File: src/rtl/frame_scheduler.sv
// -----------------------------------------------------------------------------
// frame_scheduler
//
// Frame-level sequencer for the mic -> Mel -> LED visualisation chain.
// A free-running frame timer produces one tick every CLK_HZ/FRAME_HZ cycles.
// Each accepted tick starts a frame:
//   capture a sample window -> wait for the last LED pixel -> hold the strip
//   latch time -> wait for the next tick.
// A watchdog covers CAPTURE+PROCESS. If it expires, the datapath is flushed
// and the frame is abandoned. A tick that arrives mid-frame is remembered
// once (pending). Any further mid-frame tick is counted as dropped.
//
// Ports
//   clk          in   system clock
//   rst_n        in   asynchronous reset, active low
//   enable       in   run request (acted on in IDLE / WAIT_TICK)
//   clear_err    in   pulse: clears overrun and timeout_err
//   capture_done in   pulse: last sample of the frame emitted
//   pixel_fire   in   pulse: one pixel accepted by the RZ framer
//   led_idle     in   RZ bit sender idle / line low
//   capture_go   out  1-cycle pulse on CAPTURE entry
//   pipe_flush   out  1-cycle pulse on watchdog expiry
//   busy         out  high in CAPTURE, PROCESS, LATCH
//   state        out  FSM state (IDLE=0 .. LATCH=4)
//   frame_cnt    out  completed frames (wraps)
//   drop_cnt     out  dropped ticks (saturates)
//   overrun      out  sticky: a tick was dropped
//   timeout_err  out  sticky: watchdog fired
// -----------------------------------------------------------------------------
module frame_scheduler #(
  parameter int CLK_HZ        = 100_000_000,
  parameter int FRAME_HZ      = 60,
  parameter int LED_NUM       = 60,
  parameter int RESET_TICKS   = 30_000,
  parameter int TIMEOUT_TICKS = 10_000_000
) (
  input  logic        clk,
  input  logic        rst_n,
  input  logic        enable,
  input  logic        clear_err,
  input  logic        capture_done,
  input  logic        pixel_fire,
  input  logic        led_idle,
  output logic        capture_go,
  output logic        pipe_flush,
  output logic        busy,
  output logic [2:0]  state,
  output logic [15:0] frame_cnt,
  output logic [7:0]  drop_cnt,
  output logic        overrun,
  output logic        timeout_err
);

  localparam int FRAME_TICKS = CLK_HZ / FRAME_HZ;
  localparam int FT_W  = $clog2(FRAME_TICKS + 1);
  localparam int PIX_W = $clog2(LED_NUM + 1);
  localparam int LAT_W = $clog2(RESET_TICKS + 1);
  localparam int WD_W  = $clog2(TIMEOUT_TICKS + 1);

  localparam logic [FT_W-1:0]  FT_LAST  = FT_W'(FRAME_TICKS - 1);
  localparam logic [PIX_W-1:0] PIX_LAST = PIX_W'(LED_NUM - 1);
  localparam logic [LAT_W-1:0] LAT_LAST = LAT_W'(RESET_TICKS - 1);
  localparam logic [WD_W-1:0]  WD_LAST  = WD_W'(TIMEOUT_TICKS - 1);

  typedef enum logic [2:0] {
    IDLE      = 3'd0,
    WAIT_TICK = 3'd1,
    CAPTURE   = 3'd2,
    PROCESS   = 3'd3,
    LATCH     = 3'd4
  } state_t;

  state_t           st;
  logic [FT_W-1:0]  frame_tmr;
  logic [PIX_W-1:0] pix_cnt;
  logic [LAT_W-1:0] lat_cnt;
  logic [WD_W-1:0]  wd_cnt;
  logic             pending;
  logic             tick;
  logic             in_frame;
  logic             wd_expired;

  function automatic logic [7:0] sat_inc8(input logic [7:0] v);
    return (v == 8'hFF) ? v : v + 8'd1;
  endfunction

  assign state      = st;
  assign tick       = enable && (frame_tmr == FT_LAST);
  assign in_frame   = (st == CAPTURE) || (st == PROCESS) || (st == LATCH);
  assign wd_expired = (wd_cnt == WD_LAST);

  // Frame timer runs only while enabled so the first tick always lands
  // exactly one frame period after enable rises.
  always_ff @(posedge clk or negedge rst_n) begin
    if (!rst_n) begin
      frame_tmr <= '0;
    end else if (!enable || (frame_tmr == FT_LAST)) begin
      frame_tmr <= '0;
    end else begin
      frame_tmr <= frame_tmr + FT_W'(1);
    end
  end

  always_ff @(posedge clk or negedge rst_n) begin
    if (!rst_n) begin
      st          <= IDLE;
      capture_go  <= 1'b0;
      pipe_flush  <= 1'b0;
      busy        <= 1'b0;
      frame_cnt   <= '0;
      drop_cnt    <= '0;
      overrun     <= 1'b0;
      timeout_err <= 1'b0;
      pending     <= 1'b0;
      pix_cnt     <= '0;
      lat_cnt     <= '0;
      wd_cnt      <= '0;
    end else begin
      capture_go <= 1'b0;
      pipe_flush <= 1'b0;

      // Clear first so a coincident set later in this block takes priority.
      if (clear_err) begin
        overrun     <= 1'b0;
        timeout_err <= 1'b0;
      end

      // One mid-frame tick is remembered; any further one is a drop.
      if (tick && in_frame) begin
        if (!pending) begin
          pending <= 1'b1;
        end else begin
          overrun  <= 1'b1;
          drop_cnt <= sat_inc8(drop_cnt);
        end
      end

      case (st)
        IDLE: begin
          busy <= 1'b0;
          if (enable) st <= WAIT_TICK;
        end

        WAIT_TICK: begin
          if (!enable) begin
            st      <= IDLE;
            pending <= 1'b0;
          end else if (tick || pending) begin
            st         <= CAPTURE;
            pending    <= 1'b0;
            capture_go <= 1'b1;
            busy       <= 1'b1;
            wd_cnt     <= '0;
          end
        end

        // Watchdog check precedes the normal exit so a coincident
        // capture_done / final pixel still ends in a flush.
        CAPTURE: begin
          if (wd_expired) begin
            st          <= WAIT_TICK;
            busy        <= 1'b0;
            pipe_flush  <= 1'b1;
            timeout_err <= 1'b1;
            pix_cnt     <= '0;
          end else begin
            wd_cnt <= wd_cnt + WD_W'(1);
            if (capture_done) st <= PROCESS;
          end
        end

        PROCESS: begin
          if (wd_expired) begin
            st          <= WAIT_TICK;
            busy        <= 1'b0;
            pipe_flush  <= 1'b1;
            timeout_err <= 1'b1;
            pix_cnt     <= '0;
          end else begin
            wd_cnt <= wd_cnt + WD_W'(1);
            if (pixel_fire) begin
              if (pix_cnt == PIX_LAST) begin
                st      <= LATCH;
                pix_cnt <= '0;
                lat_cnt <= '0;
              end else begin
                pix_cnt <= pix_cnt + PIX_W'(1);
              end
            end
          end
        end

        // The strip latches only after an unbroken run of idle cycles.
        LATCH: begin
          if (!led_idle) begin
            lat_cnt <= '0;
          end else if (lat_cnt == LAT_LAST) begin
            st        <= WAIT_TICK;
            busy      <= 1'b0;
            lat_cnt   <= '0;
            frame_cnt <= frame_cnt + 16'd1;
          end else begin
            lat_cnt <= lat_cnt + LAT_W'(1);
          end
        end

        default: begin
          st   <= IDLE;
          busy <= 1'b0;
        end
      endcase
    end
  end

endmodule

File: config.mk
export PLATFORM = sky130hd
export DESIGN_NAME = frame_scheduler
export DESIGN_NICKNAME = d
export VERILOG_FILES = /design/src/rtl/frame_scheduler.sv
export SDC_FILE = /design/constraint.sdc
export NUM_CORES = 1
export LEC_CHECK = 0
export ABC_AREA = 1
export BUFFER_PORTS_ARGS = -buffer_cell sky130_fd_sc_hd__buf_2
export CAP_MARGIN = 0
export CORE_MARGIN = 1
export CORE_UTILIZATION = 65
export CTS_BUF_LIST = sky130_fd_sc_hd__clkbuf_8 sky130_fd_sc_hd__clkbuf_16
export CTS_CLUSTER_SIZE = 20
export DETAILED_ROUTE_END_ITERATION = 8
export PLACE_DENSITY = 0.94
export REMOVE_ABC_BUFFERS = 1
export SLEW_MARGIN = 20
export SYNTH_ARGS = -nofsm -noshare
export SYNTH_HDL_FRONTEND = slang
export SYNTH_SLANG_ARGS = --single-unit
File: constraint.sdc
create_clock -name clk -period 3 [get_ports clk]
set_input_delay 0.75 -clock clk [delete_from_list [all_inputs] [get_ports clk]]
set_output_delay 0.75 -clock clk [all_outputs]
set_load 0.005 [all_outputs]
* Yosys cells after proc, flatten, opt, wreduce, memory -nomap -nowiden
Index checks and enable logic that the tools add are counted.
W data, S select, Z words.
** Storage, ports and cells
- Flip-flop bits (word level) :: 99
- Input port bits :: 7
- Word-level logic and storage cells :: 111
** Operators by class
- Add/subtract/negate cells :: 6
- Eq/ne operators :: 24
- Multiplexer cells :: 48
- Bitwise logic cells :: 1
- Reduce and logical (&&, ||, !) cells :: 19
** Operators with widths (count)
- $mux W15 :: 5
- $mux W24 :: 3
- $pmux W24 S2 :: 1
- $mux W3 :: 10
- $pmux W15 S2 :: 1
- $add A24 B1 Y24 const B :: 1
- $eq A24 B24 Y1 const B :: 1
- $mux W6 :: 4
- $add A21 B1 Y21 const B :: 1
- $eq A21 B21 Y1 const B :: 1
- $mux W21 :: 1
- $mux W1 :: 20
- $add A16 B1 Y16 const B :: 1
- $ne A2 B2 Y1 const B :: 8
- $add A15 B1 Y15 const B :: 1
- $eq A15 B15 Y1 const B :: 1
- $pmux W3 S5 :: 1
- $pmux W6 S2 :: 1
- $ne A3 B3 Y1 const B :: 3
- $reduce_and A3 Y1 :: 3
- $add A8 B1 Y8 const B :: 1
- $eq A8 B8 Y1 const B :: 1
- $reduce_and A4 Y1 :: 2
- $reduce_and A7 Y1 :: 1
- other kinds (16) :: 25

* Longest topological paths before layout
- Word-level depth :: 8
- Mapped depth :: 13

* Worst setup path before layout
Ideal clock, no wire load.
- Path type :: input-to-reg
- From :: input port led_idle
- To :: register frame_cnt[10]
- Setup time :: 0.125 ns
- Data arrival time :: 1.681 ns
- Required time :: 2.875 ns
- Setup slack :: 1.194 ns
- Stages on the path :: 9
- Buffers on the path :: 1
- Path through :: buf_2 > inv_2 > nor2_2 > inv_2 > nor2_8 > nand2_4 > nor2_4 > nand2_2 > xnor2_2
** Between the ends
- Longest elaborated chain between the ends :: 1
** Ends and longest elaborated chain
- start, declared :: RTL line 43 : input logic led_idle,
- $reduce_and A3 Y1 (no line)
- end signal, assigned :: RTL line 201 : frame_cnt <= frame_cnt + 16'd1;
- end, declared :: RTL line 48 : output logic [15:0] frame_cnt,
Every way passes these cells.
A chain may end at the register's enable or synchronous reset.

* Worst setup path after layout
- From :: register st[2] (netlist: state[2])
- To :: register lat_cnt[14]
** Between the ends
- Longest elaborated chain between the ends :: 3
- Elaborated cells on any way between the ends :: 8
- Those cells by class :: eq/ne: 5; mux: 1; reduce/logical: 2
** Ends and longest elaborated chain
- start, declared :: RTL line 73 : state_t st;
- start signal, assigned :: RTL line 106 : st <= IDLE;
- start signal, assigned :: RTL line 141 : if (enable) st <= WAIT_TICK;
- start signal, assigned :: RTL line 146 : st <= IDLE;
- $eq A3 B2 Y1 / $eq A3 B3 Y1 (equally long branches) :: RTL line 138 : case (st)
- $ne A2 B1 Y1 (no line) (tied with other cells)
- $reduce_and A4 Y1 (no line)
- end signal, assigned :: RTL line 203 : lat_cnt <= lat_cnt + LAT_W'(1);
- end, declared :: RTL line 76 : logic [LAT_W-1:0] lat_cnt;
Parallel ways exist; a longest one is shown, timed or not.

==> flow_metrics.env <==
export IMPL_status="completed"
export IMPL_hpwlAfterDp_um=10100
export IMPL_final_cells=962
export IMPL_portBuffers=38
export IMPL_cp_end_kind="register"
export IMPL_yosys_top_cells_area="dfrtp_1, nand2_1, nor2_1, xor2_1, inv_1"
export IMPL_postSynthCellCount=805
export IMPL_wl_um=14200
export IMPL_insertion_delay_ns=0.39
export IMPL_ant_nets=0
export IMPL_ir_worst_vdd_uv=346
export IMPL_clkSinkCount=99
export IMPL_dieArea_sq_um=9860
export IMPL_area_delta_synth_final_pct=7.99
export IMPL_cp_slowest_cell="o211ai_2"
export IMPL_cts_tree="yes"
export IMPL_via_per_inst=5.80
export IMPL_grt_pass1_wl_um=24400
export IMPL_leakage_nw=3.20
export IMPL_fin_nets=860
export IMPL_hold_violations=0
export IMPL_io_pins=39
export IMPL_dp_slack_ns=0.890
export IMPL_slowest_delay_ns=0.54
export IMPL_cap_violations=0
export IMPL_htree_levels=3
export IMPL_synth_seq_area_share=0.403
export IMPL_dr_pass1_iters=8
export IMPL_cp_arrival_ns=2.45
export IMPL_holdBufCountCts=0
export IMPL_cts_resized=0
export IMPL_grt_max_degree=68
export IMPL_yosys_cell_types_count=42
export IMPL_maxSlewViolCount=0
export IMPL_drc=0
export IMPL_synth_top_area_cell="dfrtp_1"
export IMPL_reg2reg_from="state[2]$_DFFE_PN0P_"
export IMPL_cts_root_buf="clkbuf_8"
export IMPL_drive_gt1_frac=0.147
export IMPL_cellPowerDensity_nw_per_um2=561
export IMPL_crit_path_start="state[2]$_DFFE_PN0P_"
export IMPL_syn_area_sq_um=6150
export IMPL_syn_area_per_cell_sq_um=7.64
export IMPL_dpl_cell_count=946
export IMPL_min_period_ns=2.13
export IMPL_holdWs_ns=0.299
export IMPL_grt_overflow=0
export IMPL_layout_setup_ws_ns=0.872
export IMPL_start_util=0.669
export IMPL_utilization=0.722
export IMPL_antenna_found_initial=0
export IMPL_worst_setup_path_start_kind="register"
export IMPL_cts_buffers=9
export IMPL_wl_per_cell_um=14.8
export IMPL_antenna_cells=0
export IMPL_fin_crit_sh=0.709
export IMPL_crit_buf_inv=2
export IMPL_required_ns=3.33
export IMPL_path_delay_family="simple AND/OR/NAND/NOR gates"
export IMPL_post_cts_buffers=0
export IMPL_critical_path_cell_chain="inv_2 -> nand2_2 -> nor2_4 -> inv_1 -> o211ai_2 -> nand2_1 -> o21ai_2"
export IMPL_drtIter0Drc=506
export IMPL_maxSlewHeadroom=0.560
export IMPL_fmax_ghz=0.470
export IMPL_vias=5584
export IMPL_rsz0062_at_grt="false"
export IMPL_first_global_vias=5207
export IMPL_min_path_type="primary input to async pin"
export IMPL_yosysWarnings=0
export IMPL_synth_top_cell_area_share=0.403
export IMPL_core_area_sq_um=9200
export IMPL_crit_fanout=22
export IMPL_setup_viol=0
export IMPL_cts_path_max_buffers=2
export IMPL_setup_tns_ns=0
export IMPL_path_clk_slew_ns=0.11
export IMPL_finalClockSkew_ns=0.0168
export IMPL_ys_seq_elements=99
export IMPL_rows=35
export IMPL_path_class="register to register"
export IMPL_grtUsageTotal=0.311
export IMPL_gp_congestion=0.947
export IMPL_die_w_um=99.3
export IMPL_die_y_um=99.3
export IMPL_tightest_slew_ns=0.658
power by group:
part           switching [W]  internal [W]
Combinational       0.000719      0.000355
Clock               0.000558      0.000340
Sequential          0.000250       0.00151
cell usage after synthesis:
master / number
a211oi_1: 1
a21boi_0: 1
a21o_1: 3
a21oi_1: 12
a41oi_1: 1
buf_12: 1
buf_2: 6
buf_4: 1
buf_6: 2
dfrtp_1: 99
ha_1: 7
inv_1: 95
inv_2: 8
nand2_1: 193
nand2_2: 12
nand2_4: 5
nand2_8: 1
nand3_1: 62
nand3_2: 5
nand3b_1: 1
nand4_1: 26
nor2_1: 103
nor2_2: 5
nor2_4: 6
nor2_8: 3
nor3_1: 29
nor3_2: 1
nor4_1: 7
o211ai_2: 1
o21a_1: 1
o21ai_0: 26
o21ai_1: 4
o21ai_2: 12
o21bai_1: 1
o22ai_1: 1
o22ai_2: 6
o31ai_1: 3
or2_2: 2
or3b_2: 1
xnor2_1: 8
xnor2_2: 1
xor2_1: 42
registers in the layout, summed over array words and instances, names as in the netlist:
name and flops:
busy 1, capture_go 1, drop_cnt 8, frame_cnt 16, frame_tmr 21, lat_cnt 15
overrun 1, pending 1, pipe_flush 1, pix_cnt 6, state 3, timeout_err 1
wd_cnt 24
layout make-up:
type | instances | area (sq um)
Clock inverter | 7 | 88.8
Inverter | 103 | 387
Clock buffer | 9 | 124
Timing Repair Buffer | 40 | 220
Multi-Input combinational cell | 593 | 3210
Sequential cell | 99 | 2480
Tap cell | 111 | 139
Fill cell | 685 | 2550
cells by family after synthesis:
kind of cell | after synthesis | share of synthesized area
AO/OA/AOI/OAI | 73 | 0.0801
adder cells (fa/ha/maj) | 7 | 0.0142
AND/OR/NAND/NOR | 462 | 0.353
buffers and inverters | 113 | 0.0759
XOR/XNOR | 51 | 0.0738
flip-flops | 99 | 0.403
cell usage in the layout, fill, tap and decap left out, types with 2 or more instances in the layout:
cell	instances
o22ai_2	6
o21ai_1	4
o21ai_0	26
or2_2	2
buf_4	2
dfrtp_1	99
nor2_8	3
inv_8	2
xnor2_1	8
nand2_2	12
o21ai_2	12
nor3_1	29
inv_2	8
nor2_4	6
xor2_1	42
a21oi_1	12
nor2_1	103
o31ai_1	3
nand3_2	5
ha_1	7
a21o_1	3
nand2_1	193
buf_2	37
nand2_4	5
nand4_1	26
nor2_2	5
inv_6	2
nand3_1	62
nor4_1	7
inv_1	95
clkbuf_8	9
clkinv_8	3
worst paths after layout:
check / end / slack (ns) / cells after the start
worst max-delay path: lat_cnt[14]$_DFFE_PN0P_ / 0.87 / 7
worst min-delay path: lat_cnt[9]$_DFFE_PN0P_ / 0.30 / 1
worst max register to register: lat_cnt[14]$_DFFE_PN0P_ / 0.87 / 7
worst min register to register: frame_tmr[14]$_DFF_PN0_ / 0.50 / 1
max in group asynchronous: wd_cnt[22]$_DFFE_PN0P_ / 1.99 / 2
min in group clk: frame_tmr[14]$_DFF_PN0_ / 0.50 / 1
worst reg2reg max path, cell delays in order, from the launching register on:
cell and delay [ns]:
dfrtp_1 0.44, inv_2 0.14, nand2_2 0.33, nor2_4 0.28
inv_1 0.09, o211ai_2 0.54, nand2_1 0.17, o21ai_2 0.09
metrics by stage:
step           total power [W]  area, sq um
6_report               0.00373         6640
4_1_cts                0.00372         6640
3_3_place_gp           0.00278         6430
3_5_place_dp           0.00283         6430
2_1_floorplan          0.00253         6070
5_1_grt                0.00395         6640
routing by layer:
layer  wire [um]  track usage  vias to the layer above  part of all wire
met4         481        0.139                        0             0.034
met3         918       0.0415                       64             0.065
met2        6930        0.515                      267              0.49
li1            -            -                     2673                 -
met5           0            0                        -                 0
met1        5890        0.410                     2580              0.41
(Power assumes the default switching activity.)
